### config.mk
export PLATFORM = sky130hd
export DESIGN_NAME = sync_fifo_pro
export DESIGN_NICKNAME = d
export VERILOG_FILES = /design/src/rtl/sync_fifo_pro.sv
export SDC_FILE = /design/constraint.sdc
export NUM_CORES = 1
export LEC_CHECK = 0
export CAP_MARGIN = 20
export CORE_UTILIZATION = 59
export DETAILED_ROUTE_END_ITERATION = 10
export GPL_TIMING_DRIVEN = 1
export HOLD_SLACK_MARGIN = 0.06
export PLACE_DENSITY = 0.79
export SETUP_SLACK_MARGIN = 0.02
export SYNTH_ARGS = -nofsm -noshare
export SYNTH_HDL_FRONTEND = slang
export SYNTH_SLANG_ARGS = --single-unit
### constraint.sdc
create_clock -name clk -period 3.2 [get_ports clk]
set_input_delay 0.32 -clock clk [delete_from_list [all_inputs] [get_ports clk]]
set_output_delay 0.32 -clock clk [all_outputs]
set_load 0.05 [all_outputs]
### src/rtl/sync_fifo_pro.sv
// sync_fifo_pro: single-clock FIFO with occupancy count, almost flags,
// sticky error flags, synchronous flush and standard/FWFT read modes.
module sync_fifo_pro #(
  parameter int DEPTH     = 16,
  parameter int WIDTH     = 8,
  parameter int AF_THRESH = DEPTH - 2,
  parameter int AE_THRESH = 2,
  parameter bit FWFT      = 1'b0
) (
  input  logic                   clk,
  input  logic                   rst_n,
  input  logic                   flush,
  input  logic                   wr_en,
  input  logic [WIDTH-1:0]       din,
  input  logic                   rd_en,
  output logic [WIDTH-1:0]       dout,
  output logic                   full,
  output logic                   empty,
  output logic                   almost_full,
  output logic                   almost_empty,
  output logic [$clog2(DEPTH):0] count,
  output logic                   overflow,
  output logic                   underflow
);

  localparam int AW = $clog2(DEPTH);
  localparam logic [AW:0] AF_LVL = (AW+1)'(AF_THRESH);
  localparam logic [AW:0] AE_LVL = (AW+1)'(AE_THRESH);

  logic [WIDTH-1:0] mem [DEPTH];

  logic [AW:0]      wr_ptr_q, wr_ptr_d;
  logic [AW:0]      rd_ptr_q, rd_ptr_d;
  logic             ovf_q, ovf_d;
  logic             unf_q, unf_d;
  logic [WIDTH-1:0] dout_q, dout_d;
  logic             wr_ok, rd_ok;

  assign empty = wr_ptr_q == rd_ptr_q;
  assign full  = (wr_ptr_q[AW] != rd_ptr_q[AW]) &&
                 (wr_ptr_q[AW-1:0] == rd_ptr_q[AW-1:0]);
  assign count = wr_ptr_q - rd_ptr_q;

  assign almost_full  = count >= AF_LVL;
  assign almost_empty = count <= AE_LVL;
  assign overflow     = ovf_q;
  assign underflow    = unf_q;

  // A write into a full FIFO is legal when paired with a read.
  assign rd_ok = rd_en && !empty && !flush;
  assign wr_ok = wr_en && (!full || rd_en) && !flush;

  always_comb begin
    wr_ptr_d = wr_ptr_q;
    rd_ptr_d = rd_ptr_q;
    ovf_d    = ovf_q;
    unf_d    = unf_q;
    dout_d   = dout_q;
    if (flush) begin
      wr_ptr_d = '0;
      rd_ptr_d = '0;
      ovf_d    = 1'b0;
      unf_d    = 1'b0;
    end else begin
      if (wr_ok) wr_ptr_d = wr_ptr_q + 1'b1;
      if (rd_ok) begin
        rd_ptr_d = rd_ptr_q + 1'b1;
        dout_d   = mem[rd_ptr_q[AW-1:0]];
      end
      if (wr_en && !wr_ok) ovf_d = 1'b1;
      if (rd_en && !rd_ok) unf_d = 1'b1;
    end
  end

  always_ff @(posedge clk or negedge rst_n) begin
    if (!rst_n) begin
      wr_ptr_q <= '0;
      rd_ptr_q <= '0;
      ovf_q    <= 1'b0;
      unf_q    <= 1'b0;
      dout_q   <= '0;
    end else begin
      wr_ptr_q <= wr_ptr_d;
      rd_ptr_q <= rd_ptr_d;
      ovf_q    <= ovf_d;
      unf_q    <= unf_d;
      dout_q   <= dout_d;
    end
  end

  // Storage is intentionally not reset.
  always_ff @(posedge clk) begin
    if (wr_ok) mem[wr_ptr_q[AW-1:0]] <= din;
  end

  if (FWFT) begin : g_fwft
    assign dout = empty ? '0 : mem[rd_ptr_q[AW-1:0]];
  end else begin : g_std
    assign dout = dout_q;
  end

endmodule
==> run_results.csv <==
group,metric,value,unit
clock_tree,ctsLongestPathBuffers,2,
clock_tree,post_cts_resize_count,0,
sta,timing_worst_slew_pin_value,0.912,ns
sta,max_freq,0.328,GHz
global_routing,grt_use_total,0.255,
sta,timing.final.hold_violations,0,
worst_setup_path,worstSetupStartpointType,"flip-flop",
clock_tree,cts_sinks,148,
routing,route.detailed.wl_per_inst,22.3,um
worst_setup_path,worstPathRequired,2.88,ns
worst_setup_path,worst-setup-path-type,"reg -> out",
sta,fin_crit,3.05,ns
routing,detailroute.via_count,3484,
job,max-cap-violations,0,
worst_setup_path,worst_setup_path_end_kind,"output pin",
placed_design,hpwl_after_detailed_placement,8070,um
synthesis,synth.cells.most_frequent,"sky130_fd_sc_hd__edfxtp_1, sky130_fd_sc_hd__mux2i_1, sky130_fd_sc_hd__nor2_1",
synthesis,yosys.cell_count.top_type,"sky130_fd_sc_hd__edfxtp_1",
synthesis,synth_enable_flop_cells,128,
outcome,run_status,"finished, final reports clean",
worst_setup_path,biggest_fanout_along_the_worst_timing_path,13,
placed_design,dpl.cell_count,530,
sta,post-route-period-util,0.952,
clock_tree,post-cts-setup-buffer-count,0,
routing,totalWireLength,12500,um
floorplanning,fp.dieArea,0.0107,mm2
sta,worst_slack,0.154,ns
clock_tree,clock_input_transition_at_the_sequential_cells_of_the_worst_setup_and_hold_paths,0.06,ns
floorplanning,die-height,104,um
finish,area_growth_syn_to_layout,19.7,%
pwr,power.static_leakage,2.44,nW
synthesis,synth_warnings,0,
clock_tree,clk-insertion-delay-late,0.53,ns
routing,detail_route.first_pass.iterations,5,
sta,timing.slew.headroom,0.390,
synthesis,synth.distinct_cells,43,
sta,rsz0062_at_grt,"no",
routing,route.antenna.remaining_nets,0,
floorplanning,initial_core_util,0.615,
global_routing,grt_start_max_net_pins,52,
global_routing,antenna_found_initial,0,
routing,average_via_count_per_standard_cell,6.20,
finish,instances_no_fill,562,
pwr,vdd_ir_drop_max,558,uV
pwr,power.density,750,mW/mm2
synthesis,postSynth.asyncResetShare,0.135,
pwr,finalPower,5.47,mW
routing,drcViolationCount,0,
sta,setup_total_negative_slack,0,ns
routing,drt-initial-drc-count,323,
floorplanning,placementRows,36,
global_routing,sum_of_overflow_across_all_layers_after_global_routing,0,
synthesis,synth_area_per_cell,16.8,um2
finish,diodes,0,
sta,fin_hold_ws,0.305,ns
clock_tree,cts.hold.buffers_added,0,
synthesis,synth_cells,363,
placed_design,setup_slack_at_placement,0.548,ns
hold_path,worst_hold_path_class,"in -> async",
global_routing,first_global_vias,3557,
global_routing,wire_length_of_the_first_global_routing_pass,19700,um
finish,design.final.nets,439,
finish,final.fill_count,607,
sta,slew_violations,0,
placed_design,routabilityCongestion,0.829,
synthesis,yosys_most_used_dff,"sky130_fd_sc_hd__edfxtp_1",
floorplanning,ioPinCount,32,
finish,fraction_of_layout_instances_using_a_drive_strength_above_1,0.191,
synthesis,yosys.area.top_type,"sky130_fd_sc_hd__edfxtp_1",
clock_tree,cts_h_tree_depth,4,
floorplanning,die_width,104,um
synthesis,yosys_register_bits,148,
synthesis,synth_top_area_share,0.631,
sta,fin_skew,0.00494,ns
clock_tree,cts_inserted_buffers,17,
clock_tree,cts_tree,"yes",
floorplanning,core_area,0.00991,mm2
synthesis,synth_nets,386,
worst_setup_path,worst-endpoint-arrival,2.73,ns
synthesis,netlist_area,0.00609,mm2
clock_tree,cts-root-buf,"sky130_fd_sc_hd__clkbuf_8",
synthesis,synth-seq-area-share,0.713,
sta,setup_viol,0,
placed_design,buffers_on_ports,31,
synthesis,synth_area_leaders,"sky130_fd_sc_hd__edfxtp_1, sky130_fd_sc_hd__dfrtp_1, sky130_fd_sc_hd__mux4_2",
==> critical path: stages, from the launching register on <==
cell and delay, ns:
sky130_fd_sc_hd__dfrtp_1 0.55, sky130_fd_sc_hd__inv_1 0.17, sky130_fd_sc_hd__ha_1 0.32, sky130_fd_sc_hd__nor2b_1 0.14, sky130_fd_sc_hd__o21a_1 0.17, sky130_fd_sc_hd__or3_1 0.35, sky130_fd_sc_hd__a211oi_2 0.31, sky130_fd_sc_hd__buf_12 0.18
==> state kept, by name (all words and copies together), names as in the netlist <==
name       cells
underflow      1
dout           8
rd_ptr_q       5
overflow       1
mem          128
wr_ptr_q       5
==> kinds of logic (layout without fill, tap and decap cells) <==
kind of cell / after synthesis / in the layout / share of synthesized area
flops: 148 / 148 / 0.713
simple gates: 67 / 67 / 0.0507
compound gates: 56 / 56 / 0.0647
mux: 50 / 50 / 0.115
buf+inv: 24 / 90 / 0.0205
fa+ha+maj: 10 / 10 / 0.0218
xor+xnor: 8 / 8 / 0.0140
==> power breakdown <==
part	internal [mW]	leakage [nW]	switching [mW]
Clock	1.26	0.290	0.751
Sequential	2.17	1.40	0.0514
Combinational	0.497	0.749	0.742
Total	3.93	2.44	1.54
==> final cells by class <==
class | instances | area, um2 | share of cell area
well taps | 133 | 166 | 0.0228
flip-flops and latches | 148 | 4350 | 0.596
repair buffers | 49 | 503 | 0.0690
clock inverters | 15 | 188 | 0.0258
clock buffers | 17 | 414 | 0.0568
inverters | 9 | 33.8 | 0.00464
multi-input cells | 191 | 1640 | 0.225
==> cells in the final DEF (no fill, tap or decap), types with 11 or more instances in the layout <==
master	instances
sky130_fd_sc_hd__nand2_1	13
sky130_fd_sc_hd__o22ai_1	15
sky130_fd_sc_hd__dfrtp_1	19
sky130_fd_sc_hd__edfxtp_1	128
sky130_fd_sc_hd__clkbuf_16	16
sky130_fd_sc_hd__clkdlybuf4s50_1	24
sky130_fd_sc_hd__mux2i_1	34
sky130_fd_sc_hd__buf_4	19
sky130_fd_sc_hd__a31oi_1	11
sky130_fd_sc_hd__mux4_2	16
sky130_fd_sc_hd__nor2_1	30
==> metrics by stage <==
stage	cell area [um2]	util
after floorplan	6100	-
after detailed placement	6680	0.674
final	7290	0.735
after global routing	7290	0.735
after CTS	7280	0.734
after global placement	6680	0.674
==> routing by layer <==
layer  global-route usage  up-vias  wire length (um)
met4                0.135        0               404
li1                     -     1531                 -
met1                0.324     1744              5060
met2                0.411      179              6220
met5                    0        -                 0
met3               0.0604       30               833
==> final timing paths <==
kind | start | to | slack, ns | depth (start not counted)
worst max-delay path | rd_ptr_q[1] | almost_empty | 0.15 | 7
worst min-delay path | rst_n | wr_ptr_q[4] | 0.31 | 1
worst max register to register | rd_ptr_q[1] | mem[3][0] | 0.51 | 7
worst min register to register | underflow | underflow | 0.50 | 2
max in group asynchronous | rst_n | rd_ptr_q[0] | 2.28 | 1
min in group clk | underflow | underflow | 0.50 | 2
Note: power is estimated with default switching activity, not from simulation.
